<file path="src/rtl/hazard_sched_ctrl.sv">
// Pipeline sequencer for the 5-stage datapath: stage hold/bubble/flush enables, ALU forwarding
// selects, data-memory freeze with watchdog, and saturating stall/flush counters.
module hazard_sched_ctrl #(
  parameter int unsigned BRANCH_PENALTY = 2,
  parameter int unsigned MAX_WAIT       = 64,
  parameter int unsigned CNT_W          = 16
) (
  input  logic             clock,
  input  logic             reset,
  input  logic [4:0]       ifid_rs,
  input  logic [4:0]       ifid_rt,
  input  logic [4:0]       idex_rs,
  input  logic [4:0]       idex_rt,
  input  logic [4:0]       idex_dest,
  input  logic             idex_mem_read,
  input  logic [4:0]       exmem_dest,
  input  logic [1:0]       exmem_wb,
  input  logic [4:0]       memwb_dest,
  input  logic [1:0]       memwb_wb,
  input  logic             mem_req,
  input  logic             mem_ready,
  input  logic             branch_taken,
  output logic             pc_write,
  output logic             ifid_write,
  output logic             ifid_flush,
  output logic             idex_bubble,
  output logic             pipe_freeze,
  output logic [1:0]       fwd_a,
  output logic [1:0]       fwd_b,
  output logic             mem_timeout,
  output logic [CNT_W-1:0] stall_cnt,
  output logic [CNT_W-1:0] flush_cnt
);

  localparam int unsigned RemW       = (BRANCH_PENALTY > 2) ? $clog2(BRANCH_PENALTY) : 1;
  localparam int unsigned WaitW      = $clog2(MAX_WAIT + 1);
  localparam bit          MultiFlush = (BRANCH_PENALTY > 1);

  typedef enum logic [1:0] {StRun, StMemWait, StFlush} state_e;

  state_e           state_q, state_d, ret_q, ret_d;
  logic [RemW-1:0]  rem_q, rem_d;
  logic [WaitW-1:0] wait_q, wait_d;
  logic             timeout_q, timeout_d;
  logic [CNT_W-1:0] stall_q, flush_q;

  logic freeze, load_use;
  logic unused_memtoreg;

  // MemtoReg bits only steer the writeback mux, not forwarding.
  assign unused_memtoreg = exmem_wb[0] ^ memwb_wb[0];

  assign freeze   = mem_req & ~mem_ready;
  assign load_use = idex_mem_read & (idex_dest != 5'd0) &
                    ((idex_dest == ifid_rs) | (idex_dest == ifid_rt));

  always_ff @(posedge clock) begin
    if (reset) begin
      state_q   <= StRun;
      ret_q     <= StRun;
      rem_q     <= '0;
      wait_q    <= '0;
      timeout_q <= 1'b0;
      stall_q   <= '0;
      flush_q   <= '0;
    end else begin
      state_q   <= state_d;
      ret_q     <= ret_d;
      rem_q     <= rem_d;
      wait_q    <= wait_d;
      timeout_q <= timeout_d;
      if (!pc_write && (stall_q != '1)) stall_q <= stall_q + CNT_W'(1);
      if (ifid_flush && (flush_q != '1)) flush_q <= flush_q + CNT_W'(1);
    end
  end

  always_comb begin
    state_d   = state_q;
    ret_d     = ret_q;
    rem_d     = rem_q;
    wait_d    = '0;
    timeout_d = timeout_q;
    if (freeze) begin
      state_d = StMemWait;
      // Remember where to resume only on entry; repeated freezes keep the original target.
      if (state_q != StMemWait) ret_d = state_q;
      wait_d = (wait_q == WaitW'(MAX_WAIT)) ? wait_q : wait_q + WaitW'(1);
      if (wait_q >= WaitW'(MAX_WAIT - 1)) timeout_d = 1'b1;
    end else begin
      unique case (state_q)
        StRun: begin
          if (branch_taken && MultiFlush) begin
            state_d = StFlush;
            rem_d   = RemW'(BRANCH_PENALTY - 1);
          end
        end
        StMemWait: state_d = ret_q;
        StFlush: begin
          rem_d = rem_q - RemW'(1);
          if (rem_q <= RemW'(1)) state_d = StRun;
        end
        default: state_d = StRun;
      endcase
    end
  end

  always_comb begin
    pc_write    = 1'b1;
    ifid_write  = 1'b1;
    ifid_flush  = 1'b0;
    idex_bubble = 1'b0;
    pipe_freeze = 1'b0;
    fwd_a       = 2'b00;
    fwd_b       = 2'b00;
    if (!reset) begin
      if (exmem_wb[1] && (exmem_dest != 5'd0) && (exmem_dest == idex_rs)) fwd_a = 2'b10;
      else if (memwb_wb[1] && (memwb_dest != 5'd0) && (memwb_dest == idex_rs)) fwd_a = 2'b01;
      if (exmem_wb[1] && (exmem_dest != 5'd0) && (exmem_dest == idex_rt)) fwd_b = 2'b10;
      else if (memwb_wb[1] && (memwb_dest != 5'd0) && (memwb_dest == idex_rt)) fwd_b = 2'b01;

      if (freeze) begin
        pc_write    = 1'b0;
        ifid_write  = 1'b0;
        pipe_freeze = 1'b1;
      end else begin
        unique case (state_q)
          StRun: begin
            if (branch_taken) begin
              ifid_flush  = 1'b1;
              idex_bubble = 1'b1;
            end else if (load_use) begin
              pc_write    = 1'b0;
              ifid_write  = 1'b0;
              idex_bubble = 1'b1;
            end
          end
          StFlush: begin
            ifid_flush  = 1'b1;
            idex_bubble = 1'b1;
          end
          default: ;
        endcase
      end
    end
  end

  assign mem_timeout = timeout_q;
  assign stall_cnt   = stall_q;
  assign flush_cnt   = flush_q;

endmodule

</file>
<file path="config.mk">
export PLATFORM = sky130hd
export DESIGN_NAME = hazard_sched_ctrl
export DESIGN_NICKNAME = d
export VERILOG_FILES = /design/src/rtl/hazard_sched_ctrl.sv
export SDC_FILE = /design/constraint.sdc
export NUM_CORES = 1
export LEC_CHECK = 0
export ABC_CLOCK_PERIOD_IN_PS = 1900
export BUFFER_PORTS_ARGS = -buffer_cell sky130_fd_sc_hd__clkbuf_2
export CORE_ASPECT_RATIO = 1.75
export CORE_MARGIN = 8
export CORE_UTILIZATION = 46
export CTS_CLUSTER_DIAMETER = 50
export DETAILED_ROUTE_END_ITERATION = 12
export GPL_TIMING_DRIVEN = 1
export HOLD_SLACK_MARGIN = 0.03
export PLACE_DENSITY = 0.77
export SYNTH_ARGS = -nofsm -noshare
export SYNTH_HDL_FRONTEND = slang
export SYNTH_SLANG_ARGS = --single-unit
</file>
<file path="constraint.sdc">
create_clock -name clock -period 1.9 [get_ports clock]
set_clock_uncertainty 0.05 [all_clocks]
set_input_delay 0.285 -clock clock [delete_from_list [all_inputs] [get_ports clock]]
set_output_delay 0.285 -clock clock [all_outputs]
set_load 0.1 [all_outputs]
</file>
Yosys cells after proc, flatten, opt, wreduce, memory -nomap -nowiden:

Cells that the tools add are included.

* register bits after elaboration: 45
* input port bits: 45
* output and inout bits: 42
* word-level logic and storage cells: 85

* add/sub/neg operators: 4
* magnitude comparators: 2
* equal/unequal tests: 16
* muxes and demuxes: 28
* bitwise operators: 6
* reduce and logical (&&, ||, !) cells: 21

Operator list (number)
* $add A16 B1 Y16 const B: 2
* $ne A16 B16 Y1 const B: 2
* $eq A5 B5 Y1: 6
* $mux W1: 18
* $reduce_bool A5 Y1: 3
* $mux W2: 6
* $logic_and A1 B1 Y1: 8
* $reduce_and A2 Y1: 4
* $add A7 B1 Y7 const B: 1
* $eq A7 B7 Y1 const B: 1
* $ge A7 B6 Y1 const B: 1
* $ne A3 B3 Y1 const B: 2
* $pmux W1 S2: 3
* $pmux W2 S3: 1
* $ne A2 B2 Y1 const B: 2
* $reduce_or A2 Y1: 2
* $and A1 B1 Y1: 3
* $reduce_and A3 Y1: 1
* $eq A2 B1 Y1 const B: 1
* $eq A2 B2 Y1 const B: 1
* $logic_not A2 Y1: 1
* $ne A2 B1 Y1 const B: 1
* $not A1 Y1: 2
* $reduce_bool A2 Y1: 1
* 4 further kinds: 4

Longest topological paths before layout:

Gate-level depths: netlist of run 1.

* depth after elaboration: 10
* mapped depth: 8
* mapped depth without buffers: 7

Least setup slack after synthesis of run 1:

Ideal clock, no wire load.

* kind: input port to output port
* start: input exmem_dest[1]
* end: output fwd_a[0]
* data arrival time: 4.141 ns
* data required time: 1.565 ns
* setup slack: -2.576 ns
* stages: 4
* path buffers: 0
* cells stage by stage: or4_1 > o21ai_0 > nor3_1 > nor4_1

* cells in the longest elaborated chain, start to end: 5
* elaborated cells between the ends (all ways): 6
* classes of those cells: eq/ne: 1; mux: 2; reduce/logical: 3

RTL lines
* start: declaration: line 16 `input logic [4:0] exmem_dest,`
* $reduce_bool A5 Y1: line 116 `if (exmem_wb[1] && (exmem_dest != 5'd0) && (exmem_dest == idex_rs)) fwd_a = 2'b10;`
* $logic_and A1 B1 Y1: line 116
* $logic_and A1 B1 Y1 *: line 116
* $mux W2 *: line 116
* $mux W2 *: line 115 `if (!reset) begin`
* end: declaration: line 28 `output logic [1:0] fwd_a,`

Mark *: on every way between the ends. The rest lies on a longest branch, timed or not.

Final worst setup path of run 1:

* start: input reset
* end: output fwd_a[0]

* cells in the longest elaborated chain, start to end: 1

RTL lines
* start: declaration: line 9 `input logic reset,`
* $mux W2: line 115

Every way passes these cells.

==> impl_results.md, run 1 <==
- Status: finished with violations
- Violations in the final reports: negative setup slack
- Nets: 504
- Root Driver: clkbuf_8
- Drt drc: 0
- Die Width: around 73 um
- Vias in the first global route: 3027
- Die area: between 8000 and 9000 um2
- Post-synth EDFFs: 0
- Main synth FF type: dfxtp_1
- Post-Syn Instances: approximately 300
- Power per Cell Area: roughly 460 nW/um2
- Global-route wire length before repair: between 10000 and 15000 um
- Leakage power: 1.84 nW
- Rows: 36
- Hold-fix buffers at CTS: 0
- Setup tns final: -600 ps
- Avg Cell Area, Syn: 8.74 um2
- Hold crit path type: in -> reg
- Peak Freq: 495 MHz
- Final wirelength: approximately 7900 um
- Post-Syn Area: between 2000 and 3000 um2
- Relative slew margins: just under 50%
- Max incr delay on CP: roughly 540 ps
- Final setup viols: 10
- Crit path DAT: 1680 ps
- CP cell instances: buf_12 > clkinvlp_4 > o211ai_1 > or4_4 > nor4_4 > buf_12
- DP Cell Count: between 500 and 600
- Peak VDD IR: between 300 and 400 uV
- Clock-pin slew on the worst setup and hold paths: roughly 80 ps
- CTS tree: done
- Final hold vios: 0
- Unique masters post-synth: 48
- All-Layer GR Usage: between 10% and 20%
- Skew-Pair Late Insertion Delay: ~300 ps
- Largest net degree at the start of global routing: 22
- Critical path class: in -> out
- Core Area: 5500 um2
- Final worst setup slack: -119 ps
- TritonCTS Sinks: 44
- Syn_nets: between 300 and 400
- Clock Path Buffers: 2
- Wire per inst: between 10 and 15 um
- Seq/Total Area, Yosys: around a third
- Place WS: -220 ps
- Total number of vias: between 2000 and 3000
- Drt pass-1 iters: 4
- Final Max Slew Viols: 0
- Number of I/O port buffers: 84
- Fin crit period: 2020 ps
- Post-synth ARST share: 0%
- Number of synthesized register bits: between 40 and 50
- Slew @ Worst Pin: just under 800 ps
- Worst EP required: around 1600 ps
- Antenna violations before repair: 0
- Yosys warnings: 0
- Reg-to-reg setup timing slack: -80 ps
- Commonest non-fill, non-tap cell in the layout: clkbuf_2
- RSZ-0062 raised after global routing: true
- Critical Path Sink Type: output pin
- WHS: ~270 ps
- Inserted Diodes: 0
- Top cell by count, worst path: buf_12
- H-tree depth: 2
- Vias per cell: 5.25
- Max-capacitance violation count: 0
- Crit path max-delay cell type: or4_4
- Die Y: ~120 um
- Final HPWL DP: 6220 um
- GP Congestion: a little over 0.8
- Crit path launch type: input pin
- CP Max Fanout: 6
- Cell area after layout: 4450 um2
- DP Area: ~4000 um2
- Grt total ovfl: 0
- Antenna-violating nets left: 0
- Fin crit share: 106%
- Most frequent cells in the layout: clkbuf_2, buf_4, nor2_1, xnor2_1, dfxtp_4
- I/O pins: between 80 and 90
- Number of buffers created by CTS: 5
- Area grow syn2layout: 71.9%
- Fin cells: approximately 530
- Share of cells above drive strength 1: ~57%
- Iter 0 DRT Violations: 117
- Initial Utilization: a little under half
-- stage by stage --
stage                     utilization (%)  total power, mW
final                                80.9             2.04
after global routing                 80.9             2.14
after CTS                            79.1             2.05
after detailed placement             74.8             1.42
after global placement               74.8             1.41
after floorplan                         -             1.22
-- routing by layer --
layer	GRT usage [%]	up-vias	routed length, um
met3	4.45	10	407
met2	37.4	82	4520
met4	6.99	0	93
met1	17.8	1315	2840
li1	-	1384	-
met5	0	-	0
-- where the power goes --
| part | switching, mW | internal, mW | leakage, nW |
|---|---|---|---|
| combinational | 0.285 | 0.242 | 1.40 |
| sequential | 0.00864 | 0.898 | 0.380 |
| clock | 0.315 | 0.290 | 0.0510 |
| total | 0.608 | 1.43 | 1.83 |
-- flip-flops by register name, indices dropped and copies added, names as in the netlist --
| register | count |
|---|---|
| ret_q | 2 |
| stall_cnt | 16 |
| wait_q | 7 |
| state_q | 2 |
| flush_cnt | 16 |
| mem_timeout | 1 |
-- cell usage after synthesis (2+ instances only) --
cell type | count | area, um2
a21oi_1 | 18 | 90.1
a31oi_1 | 2 | 12.5
and2_1 | 2 | 12.5
and3_1 | 5 | 31.3
and4_1 | 4 | 35.0
buf_4 | 2 | 15.0
buf_6 | 3 | 33.8
clkbuf_1 | 3 | 11.3
dfxtp_1 | 44 | 881
ha_1 | 4 | 50.1
inv_1 | 9 | 33.8
mux2i_1 | 3 | 30.0
nand2_1 | 19 | 71.3
nand3_1 | 20 | 100
nand3b_1 | 2 | 15.0
nand4_1 | 3 | 18.8
nor2_1 | 28 | 105
nor3_1 | 4 | 20.0
nor3_2 | 2 | 20.0
nor4_1 | 6 | 37.5
nor4_2 | 4 | 50.1
o211ai_1 | 2 | 15.0
o21ai_0 | 6 | 30.0
o21ai_1 | 8 | 40.0
o311ai_1 | 2 | 17.5
o31ai_1 | 2 | 15.0
o41ai_1 | 4 | 35.0
or3_1 | 12 | 75.1
or4_1 | 6 | 45.0
xnor2_1 | 33 | 289
xor2_1 | 17 | 149
-- cell type report --
type / count / area, um2
flip-flops and latches: 44 / 986
repair buffers: 161 / 1220
clock buffers: 6 / 82.6
fillers: 370 / 1050
inverters: 10 / 57.6
multi-input cells: 233 / 2000
clock inverters: 2 / 10.0
well taps: 76 / 95.1
-- cells by family after synthesis --
family | share of synthesized area [%]
buffers and inverters | 4.11
XOR/XNOR | 16.9
AO/OA/AOI/OAI | 15.0
AND/OR/NAND/NOR | 26.8
multiplexers | 1.16
adder cells (fa/ha/maj) | 1.93
flip-flops | 34.0
-- timing repair --
action | in CTS | in global routing
setup endpoints to repair | 26 | 28
pin swaps | 13 | 22
resized for setup | 13 | 29
buffers inserted | 10 | 1
endpoints found under the hold margin | 0 | 0
cloned | 0 | 0
-- final timing paths --
path,startpoint,end,cells after the start
worst max-delay path,reset,fwd_a[0],6
worst min-delay path,reset,stall_cnt[9]$_SDFFE_PP0P_,3
worst max register to register,state_q[0]$_SDFFE_PP0P_,flush_cnt[14]$_SDFFE_PP0P_,5
worst min register to register,mem_timeout$_SDFFE_PP0P_,mem_timeout$_SDFFE_PP0P_,2
-- worst max-delay path, delay by kind of cell --
family                 cells  cell delay (ps)
and+or+nand+nor            2              880
buffers and inverters      3              390
AOI/OAI and AO/OA          1              110
Note: power is estimated with default switching activity, not from simulation.
==> run 2, diff against run 1 <==
--- a/config.mk
+++ b/config.mk
@@ -7,14 +7,15 @@
 export LEC_CHECK = 0
 export ABC_CLOCK_PERIOD_IN_PS = 1900
 export BUFFER_PORTS_ARGS = -buffer_cell sky130_fd_sc_hd__clkbuf_2
+export CELL_PAD_IN_SITES_DETAIL_PLACEMENT = 0
+export CELL_PAD_IN_SITES_GLOBAL_PLACEMENT = 1
 export CORE_ASPECT_RATIO = 1.75
-export CORE_MARGIN = 8
-export CORE_UTILIZATION = 46
+export CORE_UTILIZATION = 33
 export CTS_CLUSTER_DIAMETER = 50
 export DETAILED_ROUTE_END_ITERATION = 12
 export GPL_TIMING_DRIVEN = 1
 export HOLD_SLACK_MARGIN = 0.03
-export PLACE_DENSITY = 0.77
+export PLACE_DENSITY_LB_ADDON = 0.1
 export SYNTH_ARGS = -nofsm -noshare
 export SYNTH_HDL_FRONTEND = slang
 export SYNTH_SLANG_ARGS = --single-unit
==> impl_results.md, run 2 (same netlist as run 1, synthesis figures left out) <==
- Commonest non-fill, non-tap cell in the layout: clkbuf_2
- # fillers: 674 (+82%)
- PnR Total Power: 2.33 mW (+14%)
- Violations in the final reports: negative setup slack
- Final worst setup slack: -79.7 ps (+39.5 ps)
- CP Max Fanout: 3 (-3)
- Critical Path Sink Type: output pin
- Fin crit share: 104% (-2.1 points)
- Critical path class: in -> out
- Hold-fix buffers at CTS: 0 (unchanged)
- Final Max Slew Viols: 0 (unchanged)
- Wire per inst: 13.7 um (-7.5%)
- Largest net degree at the start of global routing: 22 (unchanged)
- Inserted Diodes: 0 (unchanged)
- Core Area: 7570 um2 (+38%)
- GP Congestion: 0.781 (-4.7%)
- Fin crit period: 1980 ps (-39.5 ps)
- Place WS: -199 ps (+20.8 ps)
- Hold crit path type: in -> reg
- Drt pass-1 iters: 4 (unchanged)
- Vias per cell: 5.04 (-4.0%)
- Antenna-violating nets left: 0 (unchanged)
- Root Driver: clkbuf_16
- Total number of vias: 2735 (-2.0%)
- Relative slew margins: 62.9% (+14 points)
- Reg2reg start: state_q[1]$_SDFFE_PP0P_
- Number of I/O port buffers: 84 (unchanged)
- Iter 0 DRT Violations: 102 (-13%)
- Power per Cell Area: 511 nW/um2 (+11%)
- DP Area: 4100 um2 (-0.30%)
- Die area: 8210 um2 (-1.9%)
- H-tree depth: 2 (unchanged)
- Vias in the first global route: 2688 (-11%)
- Final wirelength: 7430 um (-5.6%)
- Antenna violations before repair: 0 (unchanged)
- Initial Utilization: 34.2% (-13 points)
- Final HPWL DP: 5720 um (-7.9%)
- Reg-to-reg setup timing slack: 0 ps (+80 ps)
- Fin cells: 543 (+2.1%)
- Crit. Startpoint: reset
- Peak Freq: 505 MHz (+2.0%)
- Setup tns final: -260 ps (+339 ps)
- Final setup viols: 6 (-4)
- All-Layer GR Usage: 18.8% (-0.11 points)
- Peak VDD IR: 515 uV (+44%)
- I/O pins: 87 (unchanged)
- Slew @ Worst Pin: 559 ps (-210 ps)
- Rows: 42 (+17%)
- RSZ-0062 raised after global routing: true
- Status: finished with violations
- Critical path capture point: fwd_a[0]
- Cell area after layout: 4560 um2 (+2.4%)
- Worst reg2reg endpoint: flush_cnt[14]$_SDFFE_PP0P_
- Most frequent cells in the layout: clkbuf_2, buf_4, nor2_1, xnor2_1, dfxtp_4
- Clock-pin slew on the worst setup and hold paths: 60 ps (-20 ps)
- CTS tree: done
- Skew-Pair Late Insertion Delay: 290 ps (about the same)
- Met3 Track Usage GR: 3.26% (-1.2 points)
- Clock Path Buffers: 2 (unchanged)
- Leakage power: 1.85 nW (+0.57%)
- Grt met2 use: 36.8% (-0.56 points)
- Final hold vios: 0 (unchanged)
- Global-route wire length before repair: 11800 um (-9.4%)
- Grt total ovfl: 0 (unchanged)
- R2R cell count: 6 (+1)
- DP Cell Count: 524 (+1.9%)
- Drt drc: 0 (unchanged)
- Share of cells above drive strength 1: 58.7% (+1.9 points)
- TritonCTS Sinks: 44 (unchanged)
- Area grow syn2layout: 76.1%
- Die Width: 68.9 um (-5.2%)
- Crit path DAT: 1640 ps (-40 ps)
- Die Y: 119 um (+3.4%)
- Busiest layer in global routing: met2
- Worst EP required: 1560 ps (about the same)
- Number of buffers created by CTS: 5 (unchanged)
- Nets: 503 (-0.20%)
- Met1 usage: 17.9% (+0.17 points)
- Max-capacitance violation count: 0 (unchanged)
- Crit path launch type: input pin
==> run 2: cell count changes in the layout (fill, tap and decap cells not counted), moves of 2 or more <==
cell | before | now
or3_4 | 0 | 5
buf_4 | 69 | 67
nor3_2 | 2 | 4
nor3_4 | 3 | 1
a21oi_1 | 16 | 13
a21oi_2 | 2 | 5
clkbuf_16 | 0 | 6
or3_1 | 12 | 7
clkbuf_8 | 6 | 1
==> run 2: layer usage <==
layer / share of wire, % / vias up
met4: 1.8 / 0
met1: 36 / 1271
met5: 0 / -
met3: 4.3 / 11
li1: - / 1383
met2: 58 / 70
==> run 2: metrics by stage <==
step                      hold WS, ps  utilization, %
after floorplan                   402               -
after global placement            415            54.2
after detailed placement          421            54.2
after CTS                         310            57.3
after global routing              322            60.2
final                             297            60.2
==> run 2: worst min-delay path by stage <==
| stage | startpoint | endpoint | slack [ps] | depth (start not counted) |
|---|---|---|---|---|
| global placement | stall_cnt[8]$_SDFFE_PP0P_ | stall_cnt[8]$_SDFFE_PP0P_ | 410 | 1 |
| CTS | mem_req | state_q[0]$_SDFFE_PP0P_ | 310 | 3 |
| finish | mem_req | state_q[0]$_SDFFE_PP0P_ | 300 | 3 |
| floorplan | ret_q[0]$_SDFFE_PP0P_ | ret_q[0]$_SDFFE_PP0P_ | 400 | 2 |
| global route | mem_req | state_q[0]$_SDFFE_PP0P_ | 320 | 3 |
| detailed placement | ret_q[1]$_SDFFE_PP0P_ | ret_q[1]$_SDFFE_PP0P_ | 420 | 2 |
==> run 2: area by class of cell <==
type                    count  area [um2]  share of cell area [%]
clock buffers               6         139                    3.05
clock inverters             2        10.0                   0.220
inverters                  10        57.6                    1.26
multi-input cells         233        2020                    44.4
flip-flops and latches     44         983                    21.6
well taps                  88         110                    2.42
repair buffers            160        1230                    27.1
==> run 2: worst max-delay path, cell delays in order <==
cell	delay (ps)
buf_12	100
clkinvlp_4	70
o211ai_1	120
or4_4	510
nor4_4	340
buf_12	210
==> run 2: repair_timing <==
item                       CTS  global route
setup endpoints to repair   25            30
setup buffers                6             5
gates resized for setup      8            39
pin swaps                   10            28
cloned                       0             2
==> run 2: power breakdown <==
| group | total, mW | leakage, nW | switching [mW] | internal, mW |
|---|---|---|---|---|
| Combinational | 0.532 | 1.39 | 0.285 | 0.247 |
| Sequential | 0.908 | 0.379 | 0.00788 | 0.900 |
| Clock | 0.885 | 0.0766 | 0.367 | 0.519 |
==> run 3, diff against run 2 <==
--- a/config.mk
+++ b/config.mk
@@ -15,7 +15,7 @@
 export DETAILED_ROUTE_END_ITERATION = 12
 export GPL_TIMING_DRIVEN = 1
 export HOLD_SLACK_MARGIN = 0.03
-export PLACE_DENSITY_LB_ADDON = 0.1
+export PLACE_DENSITY = 0.77
 export SYNTH_ARGS = -nofsm -noshare
 export SYNTH_HDL_FRONTEND = slang
 export SYNTH_SLANG_ARGS = --single-unit
==> impl_results.md, run 3 (same netlist as run 1, synthesis figures left out) <==
- Crit path launch type: input pin
- Wire per inst: 13.7 um (+0.35%)
- Drt drc: 0 (unchanged)
- Antenna-violating nets left: 0 (unchanged)
- Nets: 504 (+0.20%)
- Fin crit share: 104% (-0.18 points)
- Slew @ Worst Pin: 556 ps (-2.50 ps)
- Clock Path Buffers: 2 (unchanged)
- Drt pass-1 iters: 3 (-1)
- WHS: 309 ps (+11.3 ps)
- Rows: 42 (unchanged)
- WL met1: 2550 um (-3.4%)
- Clock-pin slew on the worst setup and hold paths: 60 ps (about the same)
- CP Max Fanout: 3 (unchanged)
- Number of buffers created by CTS: 5 (unchanged)
- Number of I/O port buffers: 84 (unchanged)
- Initial Utilization: 34.2% (unchanged)
- Status: finished with violations
- Core Area: 7570 um2 (unchanged)
- Largest net degree at the start of global routing: 27 (+23%)
- Critical Path Sink Type: output pin
- Share of cells above drive strength 1: 57.2% (-1.4 points)
- RSZ-0062 raised after global routing: true
- Violations in the final reports: negative setup slack
- Worst EP required: 1560 ps (about the same)
- GP Congestion: 0.785 (+0.52%)
- Final Util: 59.6% (-0.61 points)
- Peak Freq: 506 MHz (+0.18%)
- Critical path class: in -> out
- Cell area after layout: 4510 um2 (-1.0%)
- Root Driver: clkbuf_16
- Relative slew margins: 63.1% (+0.17 points)
- Die area: 8210 um2 (unchanged)
- Met2 WL: 4460 um (+2.8%)
- Highest metal used: met4
- Iter 0 DRT Violations: 92 (-9.8%)
- Die Width: 68.9 um (unchanged)
- Commonest non-fill, non-tap cell in the layout: clkbuf_2
- Hold crit path type: in -> reg
- Fin crit period: 1980 ps (-3.49 ps)
- Place WS: -232 ps (-32.6 ps)
- Final wirelength: 7470 um (+0.54%)
- Most frequent cells in the layout: clkbuf_2, buf_4, xnor2_1, nor2_1, dfxtp_4
- Met3 Wirelength: 351 um (+9.3%)
- TritonCTS Sinks: 44 (unchanged)
- Final Max Slew Viols: 0 (unchanged)
- I/O pins: 87 (unchanged)
- Final HPWL DP: 5930 um (+3.5%)
- CTS tree: done
- Inserted Diodes: 0 (unchanged)
- Die Y: 119 um (unchanged)
- Register Area: 988 um2 (+0.51%)
- Final worst setup slack: -76.2 ps (+3.49 ps)
- Total number of vias: 2730 (-0.18%)
- Max-capacitance violation count: 0 (unchanged)
- Skew-Pair Late Insertion Delay: 290 ps (about the same)
- Peak VDD IR: 314 uV (-39%)
- Vias per cell: 5.02 (-0.37%)
- DP Area: 4130 um2 (+0.61%)
- Crit path DAT: 1640 ps (about the same)
- H-tree depth: 2 (unchanged)
- Final hold vios: 0 (unchanged)
- Global-route wire length before repair: 12100 um (+2.4%)
- Vias in the first global route: 2762 (+2.8%)
- Leakage power: 1.86 nW (+0.72%)
- Final setup viols: 13 (+7)
- Area grow syn2layout: 74.3%
- Area of the multi-input gates: 1990 um2 (-1.8%)
- All-Layer GR Usage: 19.3% (+0.47 points)
- Antenna violations before repair: 0 (unchanged)
- Grt total ovfl: 0 (unchanged)
- Power per Cell Area: 506 nW/um2 (-0.94%)
- # fillers: 674 (unchanged)
## run 3: what timing repair did
action / CTS / global route
resized for setup: 8 / 31
pin swaps: 15 / 19
hold buffers: 0 / 0
gates cloned: 0 / 0
endpoints found under the setup margin: 34 / 26
setup buffers: 9 / 3
## run 3: worst paths after layout
check	startpoint	slack, ps	depth (start not counted)	to
max	memwb_dest[2]	-80	5	fwd_a[0]
min reg2reg	ret_q[1]$_SDFFE_PP0P_	430	2	ret_q[1]$_SDFFE_PP0P_
min	branch_taken	310	3	state_q[1]$_SDFFE_PP0P_
max reg2reg	state_q[0]$_SDFFE_PP0P_	-20	7	flush_cnt[4]$_SDFFE_PP0P_
## run 3: final cells by class
type | count | area share [%]
Clock buffer | 5 | 2.77
Clock inverter | 3 | 0.416
Inverter | 10 | 1.28
Multi-Input combinational cell | 233 | 44.1
Sequential cell | 44 | 21.9
Tap cell | 88 | 2.44
Timing Repair Buffer | 161 | 27.1
## run 3: stage by stage
step                std cells  power (mW)  setup TNS, ps
floorplan                 296        1.22          -4120
global placement          524        1.41          -3810
detailed placement        524        1.42          -5030
CTS                       541        2.29           -599
global route              544        2.38          -1370
finish                    544        2.28           -415
## run 3: worst max-delay path: stages
cell and delay (ps):
clkbuf_2 110, xor2_1 160, or4_4 540, nor4_4 340, buf_12 210
## run 3: layer usage
| layer | vias up | track usage (%) |
|---|---|---|
| met4 | 0 | 6.38 |
| met3 | 6 | 3.54 |
| li1 | 1377 | - |
| met2 | 69 | 37.5 |
| met5 | - | 0 |
| met1 | 1278 | 18.9 |
## run 3: power breakdown
group,internal (mW),switching [mW]
Sequential,0.899,0.00882
Combinational,0.243,0.286
Clock,0.484,0.360
Total,1.63,0.654
